==> src/rtl/mem_port_arbiter.sv <==
// Two-port (fetch/data) arbiter onto a single shared memory port; data wins ties.
// Optional watchdog enabled by defining ARB_TIMEOUT_EN.
module mem_port_arbiter #(
   parameter int unsigned MAX_WAIT = 16
) (
   input  logic        CLK,
   input  logic        RESET,
   input  logic        IF_REQ,
   input  logic [31:0] IF_ADDR,
   output logic [31:0] IF_RDATA,
   output logic        IF_READY,
   input  logic        DM_REQ,
   input  logic [31:0] DM_ADDR,
   input  logic [31:0] DM_WDATA,
   input  logic [3:0]  DM_RW,
   output logic [31:0] DM_RDATA,
   output logic        DM_READY,
   output logic        MEM_REQ,
   output logic [31:0] MEM_ADDR,
   output logic [31:0] MEM_WDATA,
   output logic [3:0]  MEM_RW,
   input  logic [31:0] MEM_RDATA,
   input  logic        MEM_ACK,
   output logic        STALL,
   output logic        ERR
);

   typedef enum logic [1:0] {IDLE, DM_ACC, IF_ACC, RESP} state_t;

   if (MAX_WAIT < 2 || MAX_WAIT > 255) begin : g_max_wait_check
      $error("MAX_WAIT must be within 2..255");
   end

   state_t      state_q, state_d;
   logic        owner_dm_q, owner_dm_d;
   logic [31:0] mem_addr_q, mem_addr_d;
   logic [31:0] mem_wdata_q, mem_wdata_d;
   logic [3:0]  mem_rw_q, mem_rw_d;
   logic [31:0] resp_q, resp_d;

`ifdef ARB_TIMEOUT_EN
   localparam logic [31:0] NOP_INSN = 32'h0000_0013;
   logic [7:0] wait_q, wait_d;
   logic       err_q, err_d;
`endif

   always_comb begin
      state_d     = state_q;
      owner_dm_d  = owner_dm_q;
      mem_addr_d  = mem_addr_q;
      mem_wdata_d = mem_wdata_q;
      mem_rw_d    = mem_rw_q;
      resp_d      = resp_q;
`ifdef ARB_TIMEOUT_EN
      wait_d      = wait_q;
      err_d       = err_q;
`endif
      unique case (state_q)
         IDLE: begin
`ifdef ARB_TIMEOUT_EN
            wait_d = '0;
            err_d  = 1'b0;
`endif
            if (DM_REQ) begin
               state_d     = DM_ACC;
               owner_dm_d  = 1'b1;
               mem_addr_d  = DM_ADDR;
               mem_wdata_d = DM_WDATA;
               mem_rw_d    = DM_RW;
            end else if (IF_REQ) begin
               state_d     = IF_ACC;
               owner_dm_d  = 1'b0;
               mem_addr_d  = IF_ADDR;
               mem_wdata_d = '0;
               mem_rw_d    = '0;
            end
         end
         DM_ACC, IF_ACC: begin
            if (MEM_ACK) begin
               state_d = RESP;
               // Stores complete with zero read data.
               resp_d  = (owner_dm_q && mem_rw_q[3]) ? '0 : MEM_RDATA;
            end
`ifdef ARB_TIMEOUT_EN
            else if (wait_q == 8'(MAX_WAIT - 1)) begin
               state_d = RESP;
               resp_d  = owner_dm_q ? '0 : NOP_INSN;
               err_d   = 1'b1;
            end else begin
               wait_d = wait_q + 8'd1;
            end
`endif
         end
         RESP:    state_d = IDLE;
         default: state_d = IDLE;
      endcase
   end

   always_ff @(posedge CLK or negedge RESET) begin
      if (!RESET) begin
         state_q     <= IDLE;
         owner_dm_q  <= 1'b0;
         mem_addr_q  <= '0;
         mem_wdata_q <= '0;
         mem_rw_q    <= '0;
         resp_q      <= '0;
      end else begin
         state_q     <= state_d;
         owner_dm_q  <= owner_dm_d;
         mem_addr_q  <= mem_addr_d;
         mem_wdata_q <= mem_wdata_d;
         mem_rw_q    <= mem_rw_d;
         resp_q      <= resp_d;
      end
   end

`ifdef ARB_TIMEOUT_EN
   always_ff @(posedge CLK or negedge RESET) begin
      if (!RESET) begin
         wait_q <= '0;
         err_q  <= 1'b0;
      end else begin
         wait_q <= wait_d;
         err_q  <= err_d;
      end
   end

   assign ERR = (state_q == RESP) && err_q;
`else
   assign ERR = 1'b0;
`endif

   assign MEM_REQ   = (state_q == DM_ACC) || (state_q == IF_ACC);
   assign MEM_ADDR  = mem_addr_q;
   assign MEM_WDATA = mem_wdata_q;
   assign MEM_RW    = mem_rw_q;
   assign IF_READY  = (state_q == RESP) && !owner_dm_q;
   assign DM_READY  = (state_q == RESP) && owner_dm_q;
   assign IF_RDATA  = IF_READY ? resp_q : '0;
   assign DM_RDATA  = DM_READY ? resp_q : '0;
   assign STALL     = (IF_REQ && !IF_READY) || (DM_REQ && !DM_READY);

endmodule

==> config.mk <==
export PLATFORM = sky130hd
export DESIGN_NAME = mem_port_arbiter
export DESIGN_NICKNAME = d
export VERILOG_FILES = /design/src/rtl/mem_port_arbiter.sv
export SDC_FILE = /design/constraint.sdc
export NUM_CORES = 1
export LEC_CHECK = 0
export ABC_AREA = 0
export CAP_MARGIN = 5
export CORE_ASPECT_RATIO = 1.5
export CORE_MARGIN = 2
export CORE_UTILIZATION = 30
export CTS_CLUSTER_DIAMETER = 120
export DETAILED_ROUTE_END_ITERATION = 10
export DONT_BUFFER_PORTS = 1
export GPL_TIMING_DRIVEN = 1
export PLACE_DENSITY_LB_ADDON = 0.3
export REMOVE_ABC_BUFFERS = 1
export SETUP_SLACK_MARGIN = 0.02
export SLEW_MARGIN = 20
export SYNTH_ARGS = -nofsm -noshare
export SYNTH_HDL_FRONTEND = slang
export SYNTH_SLANG_ARGS = --single-unit
==> constraint.sdc <==
create_clock -name CLK -period 3.6 [get_ports CLK]
set_input_delay 0.9 -clock CLK [delete_from_list [all_inputs] [get_ports CLK]]
set_output_delay 0.9 -clock CLK [all_outputs]
set_load 0.05 [all_outputs]
==> results.md <==
* Total power draw at a little over 6 mW
* Placed cells at 645
* Worst Hold Class: input pin to asynchronous set/reset pin
* Largest net degree at the start of global routing at between 100 and 150
* Pwr dens at 1186 nW/um^2
* Vias per cell at a little over 5
* FF-to-FF setup slack at roughly 1.5 ns
* Period Utilization, post-route at about four fifths
* Postcts setup bufs at 0
* Pint at 2.814 mW
* Syn avg cell area at 10.07 um^2
* Status: complete, no violations
* Leak at between 2 and 3 nW
* Max Fclk at around 340 MHz
* Clk slew on worst S/H paths at around 0.07 ns
* Synth top area share at 54.58%
* Worst slew pin tran at 0.8420 ns
* Critical path cell sequence: nor2b_4, and2_1
* Synthesized cell area at ~4700 um^2
* Critical path's slowest cell: dfrtp_1
* Final setup fails at 0
* Number of max-cap violations at 0
* Yosys reg bits at between 100 and 150
* Gr usage total at 13.82%
* Fillers at 1598
* DRC viols at 0
* # diodes at 0
* Clk sink count at 103
* Slew Limit Fails at 0
* Die Ht at 157.7 um
* Row count at 56
* Crit-path leading delay family: simple AND/OR/NAND/NOR gates
* Clock Power Share at 16.0%
* Vias in the first global route at ~3300
* Synth Instances at approximately 470
* Post-CTS Resized at 0
* RSZ-0062 raised after global routing: false
* CP peak stage delay at around 0.6 ns
* Async set-reset flop share out of synthesis at between 90% and 100%
* CP required at between 2 and 3 ns
* Layout cell share with drive strength beyond 1 at 8.315%
* Largest cells by area after synthesis: dfrtp_1 (55%), nand2_1 (8.7%), mux2i_1 (6.8%)
* Fin cells at between 600 and 700
* Total Wirelength at between 10000 and 15000 um
* Clk_lat worst skew at about 0.34 ns
* Drt first pass iters at 4
* RePlAce Congestion at about 0.76
* Hold Violations, Final at 0
* Most common flop cell mapped by yosys: dfrtp_1
* Vias at 3327
* Final min period at just under 3 ns
* Clock root buffer: clkbuf_16
* Sw power at around 3.3 mW
* Comb power frac at between 30 and 40%
* Reg2Reg Launch Point: state_q[1]$_DFFE_PN0P_
* Initial core utilization at a little under a third
* Register area share after synthesis at 54.58%
* Initial antenna violation count at 0
* Sequential cell fraction of total power at 53.8%
* Setup Crit Path Kind: flip-flop to output port
* Hold WS at 0.2460 ns
* Post-synthesis cell type count at 30
* Arrival @ worst endpoint at just over 2 ns
* Synth-to-Final Area Change at 9.539%
* Max clock buf depth at 2
* Horiz. Die Dim at 106.4 um
* Slew margin rel. at between 40% and 50%
* EDFF count, synth at 0
* Congestion Overflow GR at 0
* Critical path endpoint category: output port
* Core Region at 15550 um^2
* Worst Skew at between 0.008 and 0.009 ns
* Full die area at approximately 17000 um^2
* Hpwl dp at ~8300 um
* Buffers added on ports at 0
* Worst Path Buf+Inv at 0
* Reg2reg end: resp_q[0]$_DFFE_PN0P_
* Num CTS Buffers at 9
* IO Pins at 274
* CTS tree: done
* First-pass GRT wire length at about 18000 um
* Layout Nets at approximately 590
* Drt wl/cell at roughly 18 um
* Post-route ant nets at 0
* Peak VDD IR at approximately 0.42 mV
* CTS H-tree depth at 3
* Initial drt markers at approximately 160
* Critical Path Stages at 2
* Hold-fix buffers, CTS at 0
* Sw Share at about 54%
* Ys Warns at 0
* Startpoint types: flip-flop
* Worst R2R Path Depth at 5
* Synth area leader: dfrtp_1
* CP max FO at 34
## synthesized netlist by cell type, types with 2 or more instances
master	count
clkbuf_1	11
a22o_2	2
inv_1	4
nand2_1	109
and2_1	32
nor2_1	2
clkbuf_2	3
buf_2	15
and3_1	29
mux2i_1	32
nand3_1	36
mux2_1	2
buf_4	5
ha_1	3
dfrtp_1	103
buf_6	4
o21ai_1	33
and3_2	3
a22o_1	30
## flip-flops by register name, indices dropped and copies added (netlist names)
register    cells
MEM_RW          4
state_q         2
MEM_ADDR       32
resp_q         32
MEM_WDATA      32
owner_dm_q      1
## stage by stage
stage | area [um^2] | worst slack [ns] | util [%] | TNS, ns
floorplan | 4504 | -0.9943 | - | -63.08
global placement | 4875 | 1.078 | 31.34 | 0
detailed placement | 4875 | 1.021 | 31.34 | 0
CTS | 5172 | 0.6335 | 33.25 | 0
global route | 5172 | 0.5483 | 33.25 | 0
finish | 5172 | 0.6601 | 33.25 | 0
## per-layer routing
metal,routed length [um],track usage (%),vias up
met5,0,0,-
met4,193,6.122,0
met3,1244,5.064,11
met2,6350,26.04,188
met1,4072,13.34,1576
li1,-,-,1552
## cell usage in the layout, fill, tap and decap left out
master and n:
nor2b_4 1, and2_2 1, dfrtp_1 103, inv_1 4, o21ai_4 1, a22o_2 2, ha_1 2, mux2_1 2
nand3_1 36, bufinv_16 1, clkinv_4 1, a22o_1 30, clkbuf_16 9, conb_1 1, mux2i_1 32, inv_6 1
nand2b_1 1, o21ai_1 32, nand2_2 1, and3_1 29, and2_1 32, buf_4 11, clkinvlp_4 1, a2bb2oi_1 1
clkbuf_1 1, nor2b_1 1, nor2_1 2, a21oi_4 1, nand2_1 109, o21ai_0 1, buf_12 1, and3_2 3
ha_2 1, a21oi_2 1, clkbuf_8 1
## kinds of logic after synthesis
logic type / Yosys count / synth area share, %
AND/OR/NAND/NOR: 216 / 22.05
flip-flops: 103 / 54.58
other: 1 / 0.07942
multiplexers: 34 / 7.260
AO/OA/AOI/OAI: 69 / 10.31
adder cells (fa/ha/maj): 3 / 0.7950
buffers and inverters: 43 / 4.928
## worst max-delay path by stage
stage	slack, ns	endpoint	start
after floorplan	-0.99	MEM_ADDR[0]$_DFFE_PN0P_	DM_REQ
after global placement	1.08	IF_RDATA[3]	owner_dm_q$_DFFE_PN0P_
after detailed placement	1.02	IF_RDATA[8]	owner_dm_q$_DFFE_PN0P_
after CTS	0.63	IF_RDATA[8]	owner_dm_q$_DFFE_PN0P_
after global routing	0.55	IF_RDATA[29]	owner_dm_q$_DFFE_PN0P_
final	0.66	IF_RDATA[8]	owner_dm_q$_DFFE_PN0P_
## worst register-to-register path: stages, from the launching register on
cell and delay [ns]:
dfrtp_1 0.37, inv_1 0.07, ha_2 0.53, nand2_2 0.13, a21oi_4 0.67, a22o_2 0.27
## power by group through the flow
| stage | Sequential [mW] | Clock (mW) | Combinational, mW |
|---|---|---|---|
| after floorplan | 3.17 | 0 | 1.52 |
| after global placement | 3.32 | 0 | 1.82 |
| after detailed placement | 3.33 | 0 | 1.88 |
| after CTS | 3.31 | 1.02 | 1.88 |
| after global routing | 3.36 | 1.07 | 2.07 |
| final | 3.30 | 0.981 | 1.85 |
## area by class of cell
class | count | area [um^2] | area share, %
sequential | 103 | 2577 | 49.83
multi-input combinational | 323 | 1926 | 37.23
tap | 203 | 254.0 | 4.911
clock buffer | 11 | 242.7 | 4.693
timing repair buffer | 12 | 102.6 | 1.984
clock inverter | 4 | 55.05 | 1.064
inverter | 4 | 15.01 | 0.2903
Note: power is estimated with default switching activity, not from simulation.
